**config.mk**
```make
export PLATFORM = sky130hd
export DESIGN_NAME = hazard_ctrl
export DESIGN_NICKNAME = d
export VERILOG_FILES = /design/src/rtl/hazard_pkg.sv /design/src/rtl/fwd_unit.sv /design/src/rtl/hazard_ctrl.sv
export SDC_FILE = /design/constraint.sdc
export NUM_CORES = 1
export LEC_CHECK = 0
export CAP_MARGIN = 15
export CORE_MARGIN = 1.5
export CORE_UTILIZATION = 40
export CTS_BUF_LIST = sky130_fd_sc_hd__clkbuf_8 sky130_fd_sc_hd__clkbuf_16
export DETAILED_ROUTE_END_ITERATION = 8
export PLACE_DENSITY = 0.82
export SYNTH_ARGS = -nofsm -noshare
export SYNTH_HDL_FRONTEND = slang
export SYNTH_SLANG_ARGS = --single-unit
```
**constraint.sdc**
```tcl
create_clock -name clk -period 1.9 [get_ports clk]
set_input_delay 0.285 -clock clk [delete_from_list [all_inputs] [get_ports clk]]
set_output_delay 0.285 -clock clk [all_outputs]
set_load 0.1 [all_outputs]
```
**src/rtl/hazard_pkg.sv**
```systemverilog
// Shared definitions for the pipeline hazard controller and the execute-stage operand muxes.
package hazard_pkg;

  localparam int unsigned REG_AW = 5;

  localparam logic [1:0] FWD_NONE = 2'b00;
  localparam logic [1:0] FWD_WB   = 2'b01;
  localparam logic [1:0] FWD_MEM  = 2'b10;

  typedef enum logic {RUN, BUSY} hctrl_state_t;

endpackage

```
**src/rtl/fwd_unit.sv**
```systemverilog
// Operand forwarding select for one EXE source register; the MEM result beats the WB result.
module fwd_unit
  import hazard_pkg::*;
(
  input  logic [REG_AW-1:0] rs_i,
  input  logic [REG_AW-1:0] rd_mem_i,
  input  logic [REG_AW-1:0] rd_wb_i,
  input  logic              reg_write_mem_i,
  input  logic              reg_write_wb_i,
  output logic [1:0]        fwd_o
);

  always_comb begin
    fwd_o = FWD_NONE;
    // x0 is hardwired to zero, so a write to it must never be forwarded.
    if (reg_write_mem_i && (rd_mem_i != '0) && (rd_mem_i == rs_i)) begin
      fwd_o = FWD_MEM;
    end else if (reg_write_wb_i && (rd_wb_i != '0) && (rd_wb_i == rs_i)) begin
      fwd_o = FWD_WB;
    end
  end

endmodule

```
**src/rtl/hazard_ctrl.sv**
```systemverilog
// Pipeline sequencing controller: forwarding, load-use stalls, redirect flushes,
// multi-cycle EXE sequencing and saturating stall/flush performance counters.
module hazard_ctrl
  import hazard_pkg::*;
#(
  parameter int unsigned MC_LATENCY = 4,
  parameter int unsigned CNT_W      = 16
) (
  input  logic              clk,
  input  logic              rst,
  input  logic [REG_AW-1:0] rs1_ID,
  input  logic [REG_AW-1:0] rs2_ID,
  input  logic              uses_rs2_ID,
  input  logic [REG_AW-1:0] rs1_EXE,
  input  logic [REG_AW-1:0] rs2_EXE,
  input  logic [REG_AW-1:0] rd_EXE,
  input  logic              mem_read_EXE,
  input  logic              mc_op_EXE,
  input  logic              pc_next_sel,
  input  logic [REG_AW-1:0] rd_MEM,
  input  logic [REG_AW-1:0] rd_WB,
  input  logic              reg_write_MEM,
  input  logic              reg_write_WB,
  output logic [1:0]        forwarding_a,
  output logic [1:0]        forwarding_b,
  output logic              stall_IF,
  output logic              stall_ID,
  output logic              stall_EXE,
  output logic              flush_ID,
  output logic              flush_EXE,
  output logic              flush_MEM,
  output logic              mc_done,
  output logic [CNT_W-1:0]  stall_cnt,
  output logic [CNT_W-1:0]  flush_cnt
);

  // Wide enough to hold MC_LATENCY-2, never narrower than one bit.
  localparam int unsigned CntW = (MC_LATENCY > 2) ? $clog2(MC_LATENCY - 1) : 1;

  hctrl_state_t     state_q, state_d;
  logic [CntW-1:0]  cnt_q, cnt_d;
  logic [CNT_W-1:0] stall_cnt_q, stall_cnt_d;
  logic [CNT_W-1:0] flush_cnt_q, flush_cnt_d;

  logic [1:0] fwd_a, fwd_b;
  logic       luse;
  logic       stall_if_c, stall_id_c, stall_exe_c;
  logic       flush_id_c, flush_exe_c, flush_mem_c, mc_done_c;

  fwd_unit u_fwd_a (
    .rs_i           (rs1_EXE),
    .rd_mem_i       (rd_MEM),
    .rd_wb_i        (rd_WB),
    .reg_write_mem_i(reg_write_MEM),
    .reg_write_wb_i (reg_write_WB),
    .fwd_o          (fwd_a)
  );

  fwd_unit u_fwd_b (
    .rs_i           (rs2_EXE),
    .rd_mem_i       (rd_MEM),
    .rd_wb_i        (rd_WB),
    .reg_write_mem_i(reg_write_MEM),
    .reg_write_wb_i (reg_write_WB),
    .fwd_o          (fwd_b)
  );

  assign luse = mem_read_EXE && (rd_EXE != '0) &&
                ((rd_EXE == rs1_ID) || (uses_rs2_ID && (rd_EXE == rs2_ID)));

  always_comb begin
    state_d     = state_q;
    cnt_d       = cnt_q;
    stall_if_c  = 1'b0;
    stall_id_c  = 1'b0;
    stall_exe_c = 1'b0;
    flush_id_c  = 1'b0;
    flush_exe_c = 1'b0;
    flush_mem_c = 1'b0;
    mc_done_c   = 1'b0;
    unique case (state_q)
      RUN: begin
        if (mc_op_EXE) begin
          // First cycle of the op counts as one of its MC_LATENCY EXE cycles.
          stall_if_c  = 1'b1;
          stall_id_c  = 1'b1;
          stall_exe_c = 1'b1;
          flush_mem_c = 1'b1;
          cnt_d       = CntW'(MC_LATENCY - 2);
          state_d     = BUSY;
        end else if (pc_next_sel) begin
          flush_id_c  = 1'b1;
          flush_exe_c = 1'b1;
        end else if (luse) begin
          stall_if_c  = 1'b1;
          stall_id_c  = 1'b1;
          flush_exe_c = 1'b1;
        end
      end
      BUSY: begin
        if (cnt_q != '0) begin
          stall_if_c  = 1'b1;
          stall_id_c  = 1'b1;
          stall_exe_c = 1'b1;
          flush_mem_c = 1'b1;
          cnt_d       = cnt_q - CntW'(1);
        end else begin
          mc_done_c = 1'b1;
          state_d   = RUN;
        end
      end
      default: state_d = RUN;
    endcase
  end

  // Every output is forced low while reset is held, including the combinational paths.
  assign forwarding_a = rst ? fwd_a : FWD_NONE;
  assign forwarding_b = rst ? fwd_b : FWD_NONE;
  assign stall_IF     = rst & stall_if_c;
  assign stall_ID     = rst & stall_id_c;
  assign stall_EXE    = rst & stall_exe_c;
  assign flush_ID     = rst & flush_id_c;
  assign flush_EXE    = rst & flush_exe_c;
  assign flush_MEM    = rst & flush_mem_c;
  assign mc_done      = rst & mc_done_c;
  assign stall_cnt    = stall_cnt_q;
  assign flush_cnt    = flush_cnt_q;

  always_comb begin
    stall_cnt_d = stall_cnt_q;
    flush_cnt_d = flush_cnt_q;
    if (stall_IF && (stall_cnt_q != '1)) begin
      stall_cnt_d = stall_cnt_q + CNT_W'(1);
    end
    if ((flush_ID || flush_EXE) && (flush_cnt_q != '1)) begin
      flush_cnt_d = flush_cnt_q + CNT_W'(1);
    end
  end

  always_ff @(posedge clk or negedge rst) begin
    if (!rst) begin
      state_q     <= RUN;
      cnt_q       <= '0;
      stall_cnt_q <= '0;
      flush_cnt_q <= '0;
    end else begin
      state_q     <= state_d;
      cnt_q       <= cnt_d;
      stall_cnt_q <= stall_cnt_d;
      flush_cnt_q <= flush_cnt_d;
    end
  end

endmodule

```
== Word level (Yosys, flattened, before mapping) ==
Index checks and enable logic that the tools add are counted.

* Reductions and logical operators: 18
* Eq/ne operators: 10
* Mux-type cells: 24
* Add/sub/neg operators: 3
* Bitwise logic cells: 6

{| class="wikitable"
|+ Operator list
! operator !! number
|-
| $add 16x1->16 const B || 2
|-
| $ne 16x16->1 const B || 2
|-
| $eq 5x5->1 || 6
|-
| $mux 1 || 15
|-
| $reduce_bool 5->1 || 3
|-
| $mux 2 || 6
|-
| $logic_and 1x1->1 || 11
|-
| $and 1x1->1 || 5
|-
| $pmux 1 s2 || 2
|-
| $pmux 2 s2 || 1
|-
| $logic_or 1x1->1 || 2
|-
| $ne 2x1->1 const B || 1
|-
| $ne 2x2->1 const B || 1
|-
| $reduce_and 2->1 || 1
|-
| $reduce_bool 2->1 || 1
|-
| $sub 2x1->2 const B || 1
|-
| $not 1->1 || 1
|}

* Bits in registers: 35
* Input port bits: 43
* Word-level logic and storage cells: 65

== Logic depth before layout (Yosys ltp) ==
* Depth in word-level cells: 11
* Gate-level depth with buffers: 9

== By module ==
From an unflattened synthesis, not the netlist that was laid out.

* Cells, all modules: 222
* Area, all modules: 2,204.6 um^2

{| class="wikitable"
|+ By module, submodules not included
! module !! times used !! seq. area each (um^2) !! cells an instance !! area each (um^2)
|-
| hazard_ctrl || 1 || 875.8 || 182 || 1,901.8
|-
| fwd_unit || 2 || 0.0 || 20 || 151.4
|}

== Worst setup path before layout ==
No wires, ideal clock.

* Path kind: in2out
* From: in rd_MEM[0]
* To: out forwarding_a[0]
* Stages: 4
* Arrival: 4,027 ps
* Required time: 1,615 ps
* Setup slack: -2,412 ps
* Cells stage by stage: or4_1 -> o21ai_0 -> nor4_1 -> nor4_1

* Word-level cells in the longest chain between the ends: 5
* Elaborated cells between the ends (all ways): 6

{| class="wikitable"
|+ Ends and longest elaborated chain
! what !! line !! RTL
|-
| from (decl) || hazard_ctrl.sv:20 || <nowiki>input logic [REG_AW-1:0] rd_MEM,</nowiki>
|-
| $reduce_bool 5->1 || fwd_unit.sv:16 || <nowiki>if (reg_write_mem_i && (rd_mem_i != '0) && (rd_mem_i == rs_i)) begin</nowiki>
|-
| $logic_and 1x1->1 || fwd_unit.sv:16 ||
|-
| $logic_and 1x1->1 * || fwd_unit.sv:16 ||
|-
| $mux 2 * || fwd_unit.sv:16 ||
|-
| $mux 2 * || hazard_ctrl.sv:117 || <nowiki>assign forwarding_a = rst ? fwd_a : FWD_NONE;</nowiki>
|-
| to (decl) || hazard_ctrl.sv:24 || <nowiki>output logic [1:0] forwarding_a,</nowiki>
|}

Mark *: on every way between the ends. The rest lies on a longest branch, timed or not.

== Worst setup path after layout ==
* From: reg stall_cnt_q[1] (netlist: stall_cnt[1])
* To: reg stall_cnt_q[13] (netlist: stall_cnt[13])

* Word-level cells in the longest chain between the ends: 2
* Elaborated cells between the ends (all ways): 3

{| class="wikitable"
|+ Ends and longest elaborated chain
! what !! line !! RTL
|-
| from (decl) || hazard_ctrl.sv:42 || <nowiki>logic [CNT_W-1:0] stall_cnt_q, stall_cnt_d;</nowiki>
|-
| from (signal assigned) || hazard_ctrl.sv:149 || <nowiki>stall_cnt_q <= stall_cnt_d;</nowiki>
|-
| branches (longest 2 deep; another with $add 16x1->16) || n/a ||
|}

Several ways; the timed one is not identified.
A chain may end at the register's enable or synchronous reset.

==> impl_metrics.toml <==
[run_status]
status = "finished with violations"
violations = "negative setup slack"

[pwr]
vdd_drop_max_mv = 1.42
p_total_w = 0.00430
power_density_nw_per_um2 = 1020
p_leak_nw = 1.92

[sta]
setup_tns_ns = -2.77
finalHoldViolations = 0
rsz0062_at_grt = "yes"
setup_ws_ns = -0.198
setup_viol = 22
drv_slew = 0
period_needed_ns = 2.10
fmax_mhz = 477
period_share_pct = 110
fin_skew_ns = 0.00255
worst_pin_slew_ns = 0.360
slew_headroom_pct = 75.9

[logic_synthesis]
synthCells = 219
ys_types = 39
syn_area_per_cell_um2 = 9.94
ys_ff_latch = 35
syn-num-nets = 265
syn_area_um2 = 2180
yosysWarnings = 0
synth_edf_count = 0
ys_seq_area_share_pct = 40.3
async_flop_share_pct = 100
ys.flop_type = "dfrtp_1"

[placed_design]
numPortBuffers = 85
dp_worst_setup_slack_ns = -0.554
placed_area_um2 = 3920
dp_hpwl_mm = 5.27
gp_congestion = 0.850

[floorplan]
initial_utilization_pct = 42.1
die_h_um = 76.8
rows = 26
fp.coreArea_um2 = 5170
dieArea_um2 = 5890
pin_count = 86
die_x_um = 76.8

[worst_setup_path]
slowest_stage = "dfrtp_4"
critPathLaunchType = "register"
r2r_slack_ns = -0.20
crit_path_end_kind = "register"
max_stage_delay_ns = 0.50
path_max_fanout = 5
crit_arrival_ns = 2.31
cp.required_ns = 2.11
path_class = "register to register"
crit_chain = "ha_4 -> and4_4 -> and3_4 -> a311oi_4 -> a21oi_4 -> buf_6 -> nor4_4 -> xor2_1"

[clock_network]
cts_buffers = 5
cts-root-buf = "clkbuf_8"
cts_tree = "yes"
cts.path.max_buffers = 2
clock-sinks = 35
cts_max_level = 2
clkTransAtPathRegs_ns = 0.07
clk_latency_ns = 0.29

[global_routing]
grt_pass1_wl_mm = 11.0
grtUsageTotal_pct = 23.8
overflow = 0
grt_start_max_net_pins = 22
grt_pass1_vias = 2276
grt_antenna_before_repair = 0

[run]
cap_violations = 0

[detailed_routing]
drcViolationCount = 0
first_iter_violations = 126
via_count = 2263
viasPerCell = 5.15
wl_mm = 7.17
firstDrtPassIters = 4
final_antenna_net_count = 0
wl_per_cell_um = 16.3

[final_layout]
antennaDiodeCount = 0
area_growth_syn_to_layout_pct = 93.3
nets = 414
layout_commonest_cell = "buf_4"
fin_util_pct = 81.3
layout_common_cells = "85 x buf_4, 25 x xnor2_1, 22 x xor2_1, 20 x dfrtp_2, 17 x nand3_1"
final.fill_count = 321
postLayoutCellArea_um2 = 4210
drive_above_1_share_pct = 60.7

[hold_path]
min_path_type = "input pin to async pin"
power by group:
part / internal [W] / switching (W) / leakage (nW)
clock: 0.000425 / 0.000283 / 0.0612
combinational: 0.000937 / 0.00160 / 1.44
sequential: 0.000913 / 0.000143 / 0.412
total: 0.00228 / 0.00203 / 1.92
registers in the layout, summed over array words and instances, names as in the netlist:
register   count
cnt_q          2
stall_cnt     16
flush_cnt     16
state_q        1
cells by family (layout without fill, tap and decap cells):
| family | count (synthesis) | after routing | synth area share [%] |
|---|---|---|---|
| simple gates | 94 | 94 | 24.7 |
| xor+xnor | 59 | 59 | 23.7 |
| flops | 35 | 35 | 40.3 |
| compound gates | 13 | 13 | 4.77 |
| buf+inv | 11 | 161 | 2.64 |
| mux | 4 | 4 | 2.18 |
| fa+ha+maj | 3 | 3 | 1.73 |
path summary, 6_finish.rpt:
path,start,endpoint,depth (start not counted)
setup / recovery,stall_cnt[1]$_DFFE_PN0P_,stall_cnt[13]$_DFFE_PN0P_,8
hold / removal,rst,state_q$_DFF_PN0_,2
setup reg to reg,stall_cnt[1]$_DFFE_PN0P_,stall_cnt[13]$_DFFE_PN0P_,8
hold reg to reg,flush_cnt[15]$_DFFE_PN0P_,flush_cnt[15]$_DFFE_PN0P_,1
max in group asynchronous,rst,flush_cnt[8]$_DFFE_PN0P_,3
min in group clk,flush_cnt[15]$_DFFE_PN0P_,flush_cnt[15]$_DFFE_PN0P_,1
timing repair:
item,in CTS,in global routing
resized for setup,74,40
pin swaps,26,22
setup buffers,5,5
endpoints found under the hold margin,0,6
gates cloned,0,0
setup endpoints to repair,37,25
hold buffers,0,1
worst max-delay path: cells and delay by family, from the launching register on:
kind | cells | cell delay [ns]
AOI/OAI and AO/OA | 2 | 0.42
xor gates and xnor gates | 1 | 0.17
adders and majority gates | 1 | 0.17
buffers and inverters | 1 | 0.16
DFF | 1 | 0.50
and+or+nand+nor | 3 | 0.60
cells in the mapped netlist, types with 2 or more instances:
cell      count  area share [%]
nand3_1      19             4.4
buf_4         2            0.69
nand3b_1      2            0.69
nand4_1       8             2.3
nand2_1      16             2.8
xnor2_1      34              14
nor3_1        6             1.4
nor4_1        7             2.0
o21ai_0       2            0.46
ha_1          3             1.7
inv_1         7             1.2
nor2_1       10             1.7
and3_1        8             2.3
mux2_1        2             1.0
nor3_2        2            0.92
dfrtp_1      35              40
xor2_1       25              10
or4_1         4             1.4
and2_1        7             2.0
through the flow:
step           instances  hold slack [ns]
2_1_floorplan        219          -0.0106
3_3_place_gp         421            0.341
3_5_place_dp         421            0.336
4_1_cts              434           0.0202
5_1_grt              439           0.0123
6_report             439           0.0278
layout make-up:
| cell class | instances | area [µm²] | share of cell area, % |
|---|---|---|---|
| Multi-Input combinational cell | 173 | 1670 | 39.7 |
| Timing Repair Buffer | 146 | 1360 | 32.3 |
| Sequential cell | 35 | 942 | 22.4 |
| Tap cell | 70 | 87.6 | 2.08 |
| Clock buffer | 6 | 82.6 | 1.96 |
| Clock inverter | 2 | 35.0 | 0.833 |
| Inverter | 7 | 30.0 | 0.714 |
routing by layer:
metal | vias to the layer above | wire, µm | GRT usage [%]
met2 | 60 | 3980 | 43.0
met5 | - | 0 | 0
met4 | 0 | 148 | 8.52
li1 | 1056 | - | -
met1 | 1134 | 2760 | 27.4
met3 | 13 | 279 | 5.12
No activity file was read; power rests on OpenSTA's default activity.
